===== config.mk =====
export PLATFORM = sky130hd
export DESIGN_NAME = acc_drain_flat
export DESIGN_NICKNAME = d
export VERILOG_FILES = /design/src/rtl/acc_drain_if.sv /design/src/rtl/acc_drain.sv /design/src/flat_wrapper.sv
export SDC_FILE = /design/constraint.sdc
export NUM_CORES = 1
export LEC_CHECK = 0
export CAP_MARGIN = 5
export CORE_MARGIN = 2
export CORE_UTILIZATION = 41
export CTS_CLUSTER_DIAMETER = 40
export CTS_CLUSTER_SIZE = 20
export DETAILED_ROUTE_END_ITERATION = 12
export GPL_ROUTABILITY_DRIVEN = 0
export PLACE_DENSITY = 0.75
export SETUP_SLACK_MARGIN = 0.3
export SLEW_MARGIN = 0
export SYNTH_ARGS = -nofsm -noshare
export SYNTH_HDL_FRONTEND = slang
export SYNTH_SLANG_ARGS = --single-unit

===== constraint.sdc =====
create_clock -name clk -period 1.7 [get_ports clk]
set_input_delay 0.34 -clock clk [delete_from_list [all_inputs] [get_ports clk]]
set_output_delay 0.34 -clock clk [all_outputs]
set_load 0.05 [all_outputs]

===== src/rtl/acc_drain_if.sv =====
// Write-stream bundle between the accumulator drain block, the accumulator and the unified buffer.
// Handshake: a word transfers on a rising edge where wr_valid && wr_ready; once wr_valid rises,
// wr_data/wr_addr stay stable until that transfer, and wr_valid never depends on wr_ready.
interface acc_drain_if #(
    parameter int DEPTH  = 2,
    parameter int DATA_W = 32,
    parameter int ADDR_W = 8
);
    logic                    full;
    logic [DEPTH*DATA_W-1:0] acc_data;
    logic [ADDR_W-1:0]       base_addr;
    logic                    wr_ready;
    logic                    wr_valid;
    logic [DATA_W-1:0]       wr_data;
    logic [ADDR_W-1:0]       wr_addr;
    logic                    busy;
    logic                    done;
    logic                    acc_clear;
    logic                    overrun;
    logic [1:0]              dbg_state;

    modport master (
        input  full, acc_data, base_addr, wr_ready,
        output wr_valid, wr_data, wr_addr, busy, done, acc_clear, overrun, dbg_state
    );

    modport slave (
        output full, acc_data, base_addr, wr_ready,
        input  wr_valid, wr_data, wr_addr, busy, done, acc_clear, overrun, dbg_state
    );
endinterface


===== src/rtl/acc_drain.sv =====
// Snapshots the accumulator on a full rising edge and streams the words to the unified buffer,
// then pulses done/acc_clear. All outputs come straight from registers.
module acc_drain #(
    parameter int DEPTH  = 2,
    parameter int DATA_W = 32,
    parameter int ADDR_W = 8
) (
    input  logic         clk,
    input  logic         reset,
    acc_drain_if.master  bus
);
    localparam int IDX_W = (DEPTH > 1) ? $clog2(DEPTH) : 1;
    localparam logic [IDX_W-1:0] LAST_IDX = IDX_W'(DEPTH - 1);

    typedef enum logic [1:0] {
        IDLE = 2'd0,
        SEND = 2'd1,
        DONE = 2'd2
    } state_t;

    state_t              state_q, state_d;
    logic [IDX_W-1:0]    idx_q, idx_d;
    logic                full_q;
    logic [DATA_W-1:0]   shadow_q [DEPTH];
    logic [DATA_W-1:0]   shadow_d [DEPTH];
    logic [ADDR_W-1:0]   base_q, base_d;
    logic                wr_valid_q, wr_valid_d;
    logic [DATA_W-1:0]   wr_data_q, wr_data_d;
    logic [ADDR_W-1:0]   wr_addr_q, wr_addr_d;
    logic                busy_q, busy_d;
    logic                done_q, done_d;
    logic                clr_q, clr_d;
    logic                overrun_q, overrun_d;

    logic                start;
    logic                hs;
    logic                last;
    logic [IDX_W-1:0]    nxt_idx;

    assign start   = bus.full && !full_q;
    assign hs      = wr_valid_q && bus.wr_ready;
    assign last    = (idx_q == LAST_IDX);
    assign nxt_idx = idx_q + 1'b1;

    always_ff @(posedge clk or negedge reset) begin
        if (!reset) begin
            state_q    <= IDLE;
            idx_q      <= '0;
            full_q     <= 1'b0;
            base_q     <= '0;
            wr_valid_q <= 1'b0;
            wr_data_q  <= '0;
            wr_addr_q  <= '0;
            busy_q     <= 1'b0;
            done_q     <= 1'b0;
            clr_q      <= 1'b0;
            overrun_q  <= 1'b0;
            for (int i = 0; i < DEPTH; i++) shadow_q[i] <= '0;
        end else begin
            state_q    <= state_d;
            idx_q      <= idx_d;
            full_q     <= bus.full;
            base_q     <= base_d;
            wr_valid_q <= wr_valid_d;
            wr_data_q  <= wr_data_d;
            wr_addr_q  <= wr_addr_d;
            busy_q     <= busy_d;
            done_q     <= done_d;
            clr_q      <= clr_d;
            overrun_q  <= overrun_d;
            for (int i = 0; i < DEPTH; i++) shadow_q[i] <= shadow_d[i];
        end
    end

    always_comb begin
        state_d = state_q;
        case (state_q)
            IDLE:    if (start) state_d = SEND;
            SEND:    if (hs && last) state_d = DONE;
            DONE:    state_d = IDLE;
            default: state_d = IDLE;
        endcase
    end

    always_comb begin
        idx_d      = idx_q;
        base_d     = base_q;
        wr_valid_d = wr_valid_q;
        wr_data_d  = wr_data_q;
        wr_addr_d  = wr_addr_q;
        busy_d     = busy_q;
        done_d     = done_q;
        clr_d      = clr_q;
        overrun_d  = overrun_q;
        for (int i = 0; i < DEPTH; i++) shadow_d[i] = shadow_q[i];

        // A rising edge of full outside IDLE is dropped but remembered until reset.
        if (start && (state_q != IDLE)) overrun_d = 1'b1;

        case (state_q)
            IDLE: begin
                if (start) begin
                    for (int i = 0; i < DEPTH; i++) shadow_d[i] = bus.acc_data[i*DATA_W +: DATA_W];
                    base_d     = bus.base_addr;
                    idx_d      = '0;
                    wr_valid_d = 1'b1;
                    wr_data_d  = bus.acc_data[DATA_W-1:0];
                    wr_addr_d  = bus.base_addr;
                    busy_d     = 1'b1;
                end
            end
            SEND: begin
                if (hs) begin
                    if (last) begin
                        wr_valid_d = 1'b0;
                        done_d     = 1'b1;
                        clr_d      = 1'b1;
                    end else begin
                        idx_d     = nxt_idx;
                        wr_data_d = shadow_q[nxt_idx];
                        wr_addr_d = base_q + ADDR_W'(nxt_idx);
                    end
                end
            end
            DONE: begin
                done_d = 1'b0;
                clr_d  = 1'b0;
                busy_d = 1'b0;
            end
            default: ;
        endcase
    end

    assign bus.wr_valid  = wr_valid_q;
    assign bus.wr_data   = wr_data_q;
    assign bus.wr_addr   = wr_addr_q;
    assign bus.busy      = busy_q;
    assign bus.done      = done_q;
    assign bus.acc_clear = clr_q;
    assign bus.overrun   = overrun_q;
    assign bus.dbg_state = state_q;
endmodule

===== src/flat_wrapper.sv =====
// flat-port wrapper written by rule: the top's interface ports become plain ports
module acc_drain_flat 
#(
    parameter int DEPTH  = 2,
    parameter int DATA_W = 32,
    parameter int ADDR_W = 8
)
  (clk, reset, bus_full, bus_acc_data, bus_base_addr, bus_wr_ready, bus_wr_valid, bus_wr_data, bus_wr_addr, bus_busy, bus_done, bus_acc_clear, bus_overrun, bus_dbg_state);
  acc_drain_if #(.DEPTH(DEPTH), .DATA_W(DATA_W), .ADDR_W(ADDR_W)) bus_i ();
  input  logic clk;
  input  logic reset;
  input wire logic [$bits(bus_i.full)-1:0] bus_full;
  input wire logic [$bits(bus_i.acc_data)-1:0] bus_acc_data;
  input wire logic [$bits(bus_i.base_addr)-1:0] bus_base_addr;
  input wire logic [$bits(bus_i.wr_ready)-1:0] bus_wr_ready;
  output wire logic [$bits(bus_i.wr_valid)-1:0] bus_wr_valid;
  output wire logic [$bits(bus_i.wr_data)-1:0] bus_wr_data;
  output wire logic [$bits(bus_i.wr_addr)-1:0] bus_wr_addr;
  output wire logic [$bits(bus_i.busy)-1:0] bus_busy;
  output wire logic [$bits(bus_i.done)-1:0] bus_done;
  output wire logic [$bits(bus_i.acc_clear)-1:0] bus_acc_clear;
  output wire logic [$bits(bus_i.overrun)-1:0] bus_overrun;
  output wire logic [$bits(bus_i.dbg_state)-1:0] bus_dbg_state;
  assign bus_i.full = bus_full;
  assign bus_i.acc_data = bus_acc_data;
  assign bus_i.base_addr = bus_base_addr;
  assign bus_i.wr_ready = bus_wr_ready;
  assign bus_wr_valid = bus_i.wr_valid;
  assign bus_wr_data = bus_i.wr_data;
  assign bus_wr_addr = bus_i.wr_addr;
  assign bus_busy = bus_i.busy;
  assign bus_done = bus_i.done;
  assign bus_acc_clear = bus_i.acc_clear;
  assign bus_overrun = bus_i.overrun;
  assign bus_dbg_state = bus_i.dbg_state;
  acc_drain #(.DEPTH(DEPTH), .DATA_W(DATA_W), .ADDR_W(ADDR_W)) u_core (.clk(clk), .reset(reset), .bus(bus_i));
endmodule

==> results.yml <==
layout:
  instances_no_fill: 669
  final_util_pct: 61.59
  seq_area_sq_mm: 0.002205
  nFillCells: 743
  mostFrequentLayoutCells: "nand2_1 (132), dfrtp_1 (86), clkdlybuf4s50_1 (73)"
  syn_to_final_growth_pct: 46.69
  multi_input_area_sq_mm: 0.001599
  layout_commonest_cell: "nand2_1"
  fin_nets: 632
  drive_above_1_share_pct: 23.48
  diodes: 0
  stdcell_area_sq_mm: 0.005637
grt:
  grt_use_total_pct: 20.88
  antenna_found_initial: 0
  grt_pass1_vias: 3344
  overflow: 0
  grt_pass1_wl_mm: 16.42
  grt_start_max_net_pins: 38
worst_setup_path:
  crit_arrival_ps: 1940
  cp.required_ps: 1940
  cp_max_fo: 8
  start_kind: "flip-flop"
  path_class: "flip-flop to flip-flop"
  worstSetupEndpointType: "flip-flop"
clock_tree:
  clock_latency_ps: 350
  tritoncts: "yes"
  clock_path_buffers: 2
  cts-root-buf: "clkbuf_8"
  clkSinkCount: 88
  cts_max_level: 3
  cts_made_buffers: 9
  clkTransAtPathRegs_ps: 80
synthesis:
  synth_fp_nets: 506
  ys_seq_elements: 88
  syn-cell-area_sq_mm: 0.003842
  synth_edf_count: 0
  ys_warn_count: 0
  postSynthCellCount: 428
  ys.flop_type: "dfrtp_1"
  ys_async_sr_fraction_pct: 100.0
  ys_seq_area_share_pct: 57.31
  synth.avg_cell_area_sq_um: 8.978
  synth.lib_cells_used.distinct: 30
sta:
  max_freq_ghz: 0.5873
  hold_violations: 0
  slew_viol_final: 0
  min_period_over_period_pct: 100.2
  worst_slack_ps: -2.825
  fin_setup_tns_ps: -4.479
  worst_slew_pin_slew_ps: 414.5
  rsz0062_at_grt: "yes"
  timing.final.crit_period_ps: 1703
  holdWs_ps: 295.9
  finalSetupViolations: 2
  slew_headroom_pct: 72.37
  fin_skew_ps: 12.38
routing:
  vias_per_cell: 5.030
  drt-initial-drc-count: 129
  vias: 3365
  drtPass1Iterations: 4
  wl_mm: 10.42
  antenna_left: 0
  wl_per_cell_um: 15.58
  drc: 0
die:
  initial_core_util_pct: 41.98
  die_w_um: 100.8
  io_pins: 123
  coreArea_sq_mm: 0.009153
  die_height_um: 100.8
  rows: 35
  dieArea_sq_mm: 0.01016
pwr:
  power_leakage_uw: 0.002766
  power.density_mw_per_mm2: 1952
  ir_worst_vdd_uv: 1410
place:
  place_hpwl_mm: 6.850
  placed_area_sq_mm: 0.005145
  dpl.cell_count: 647
  io_buffer_count: 122
run_status:
  status: "finished, violations left"
  violations: "setup timing"
min_path:
  hp-class: "input pin to flip-flop"
run:
  drv_cap: 0
==> Yosys cell counts, types with 2 or more instances <==
cell type | number | area (sq um)
a21oi_1 | 32 | 160.2
a22oi_1 | 3 | 22.52
and3_1 | 31 | 193.9
buf_1 | 2 | 7.510
buf_6 | 5 | 56.30
clkbuf_1 | 24 | 90.09
dfrtp_1 | 88 | 2202
ha_1 | 2 | 25.02
inv_1 | 3 | 11.26
mux2i_1 | 4 | 40.04
nand2_1 | 159 | 596.8
nand2b_1 | 3 | 18.77
nand3_1 | 5 | 25.02
nor2_1 | 6 | 22.52
o21ai_0 | 4 | 20.02
o21ai_1 | 35 | 175.2
o21ai_2 | 4 | 35.03
xnor2_1 | 6 | 52.55
==> flip-flops by register name (all words and copies together), names as in the netlist <==
| register | count |
|---|---|
| u_core.bus.wr_valid | 1 |
| u_core.bus.wr_data | 32 |
| u_core.bus.overrun | 1 |
| u_core.base_q | 8 |
| u_core.bus.done | 1 |
| u_core.bus.wr_addr | 8 |
| u_core.idx_q | 1 |
| u_core.bus.busy | 1 |
| u_core.shadow_q | 32 |
| u_core.full_q | 1 |
| u_core.bus.dbg_state | 2 |
==> worst max-delay path, cell delays in order (launching register included) <==
cell	delay (ps)
dfrtp_2	420
or4b_4	530
a22o_4	300
buf_6	140
buf_6	120
nand2_2	40
o21ai_1	50
==> final timing paths <==
kind / from / endpoint / slack [ps] / cells past startpoint
setup / recovery: u_core.bus.dbg_state[1] / u_core.bus.wr_addr[4] / -3 / 6
hold / removal: bus_full / u_core.full_q / 300 / 1
setup reg to reg: u_core.bus.dbg_state[1] / u_core.bus.wr_addr[4] / -3 / 6
hold reg to reg: u_core.shadow_q[20] / u_core.shadow_q[20] / 470 / 2
max in group asynchronous: reset / u_core.full_q / 660 / 3
min in group asynchronous: reset / u_core.shadow_q[2] / 460 / 2
==> cell families after synthesis <==
group | after synthesis | synth area share (%)
adder cells (fa/ha/maj) | 2 | 0.6511
XOR/XNOR | 6 | 1.368
buffers and inverters | 36 | 4.624
AO/OA/AOI/OAI | 82 | 11.59
AND/OR/NAND/NOR | 210 | 23.41
multiplexers | 4 | 1.042
flip-flops | 88 | 57.31
==> area by class of cell <==
type / instances / area share, %
clock buffer: 10 / 2.264
timing repair buffer: 148 / 26.13
inverter: 3 / 0.1998
multi-input combinational: 304 / 28.37
tap: 111 / 2.464
sequential: 88 / 39.11
clock inverter: 5 / 1.465
==> timing repair <==
action	4_1_cts	5_1_grt
endpoints found under the hold margin	26	0
setup buffers	2	1
gates cloned	3	0
gates resized for setup	37	12
setup endpoints to repair	84	84
pin swaps	7	12
hold buffers	1	0
==> metrics by stage <==
stage          power, uW  setup WS, ps
2_1_floorplan       7204        -126.4
3_3_place_gp        8791        -413.9
3_5_place_dp        8950        -460.8
4_1_cts            10920        -5.825
5_1_grt            11660        -49.65
6_report           11000        -2.825
==> layer usage <==
layer	part of all wire, %	track usage [%]	up-vias
met5	0	0	-
met4	2.0	8.746	0
met3	4.5	2.913	19
met2	51	35.85	98
met1	43	26.45	1587
li1	-	-	1661
==> where the power goes <==
part	leakage [uW]	internal [uW]	switching [uW]
Sequential	0.00109	3010	608
Clock	0.0000946	820	726
Combinational	0.00158	2160	3670
Note: power is estimated with default switching activity, not from simulation.
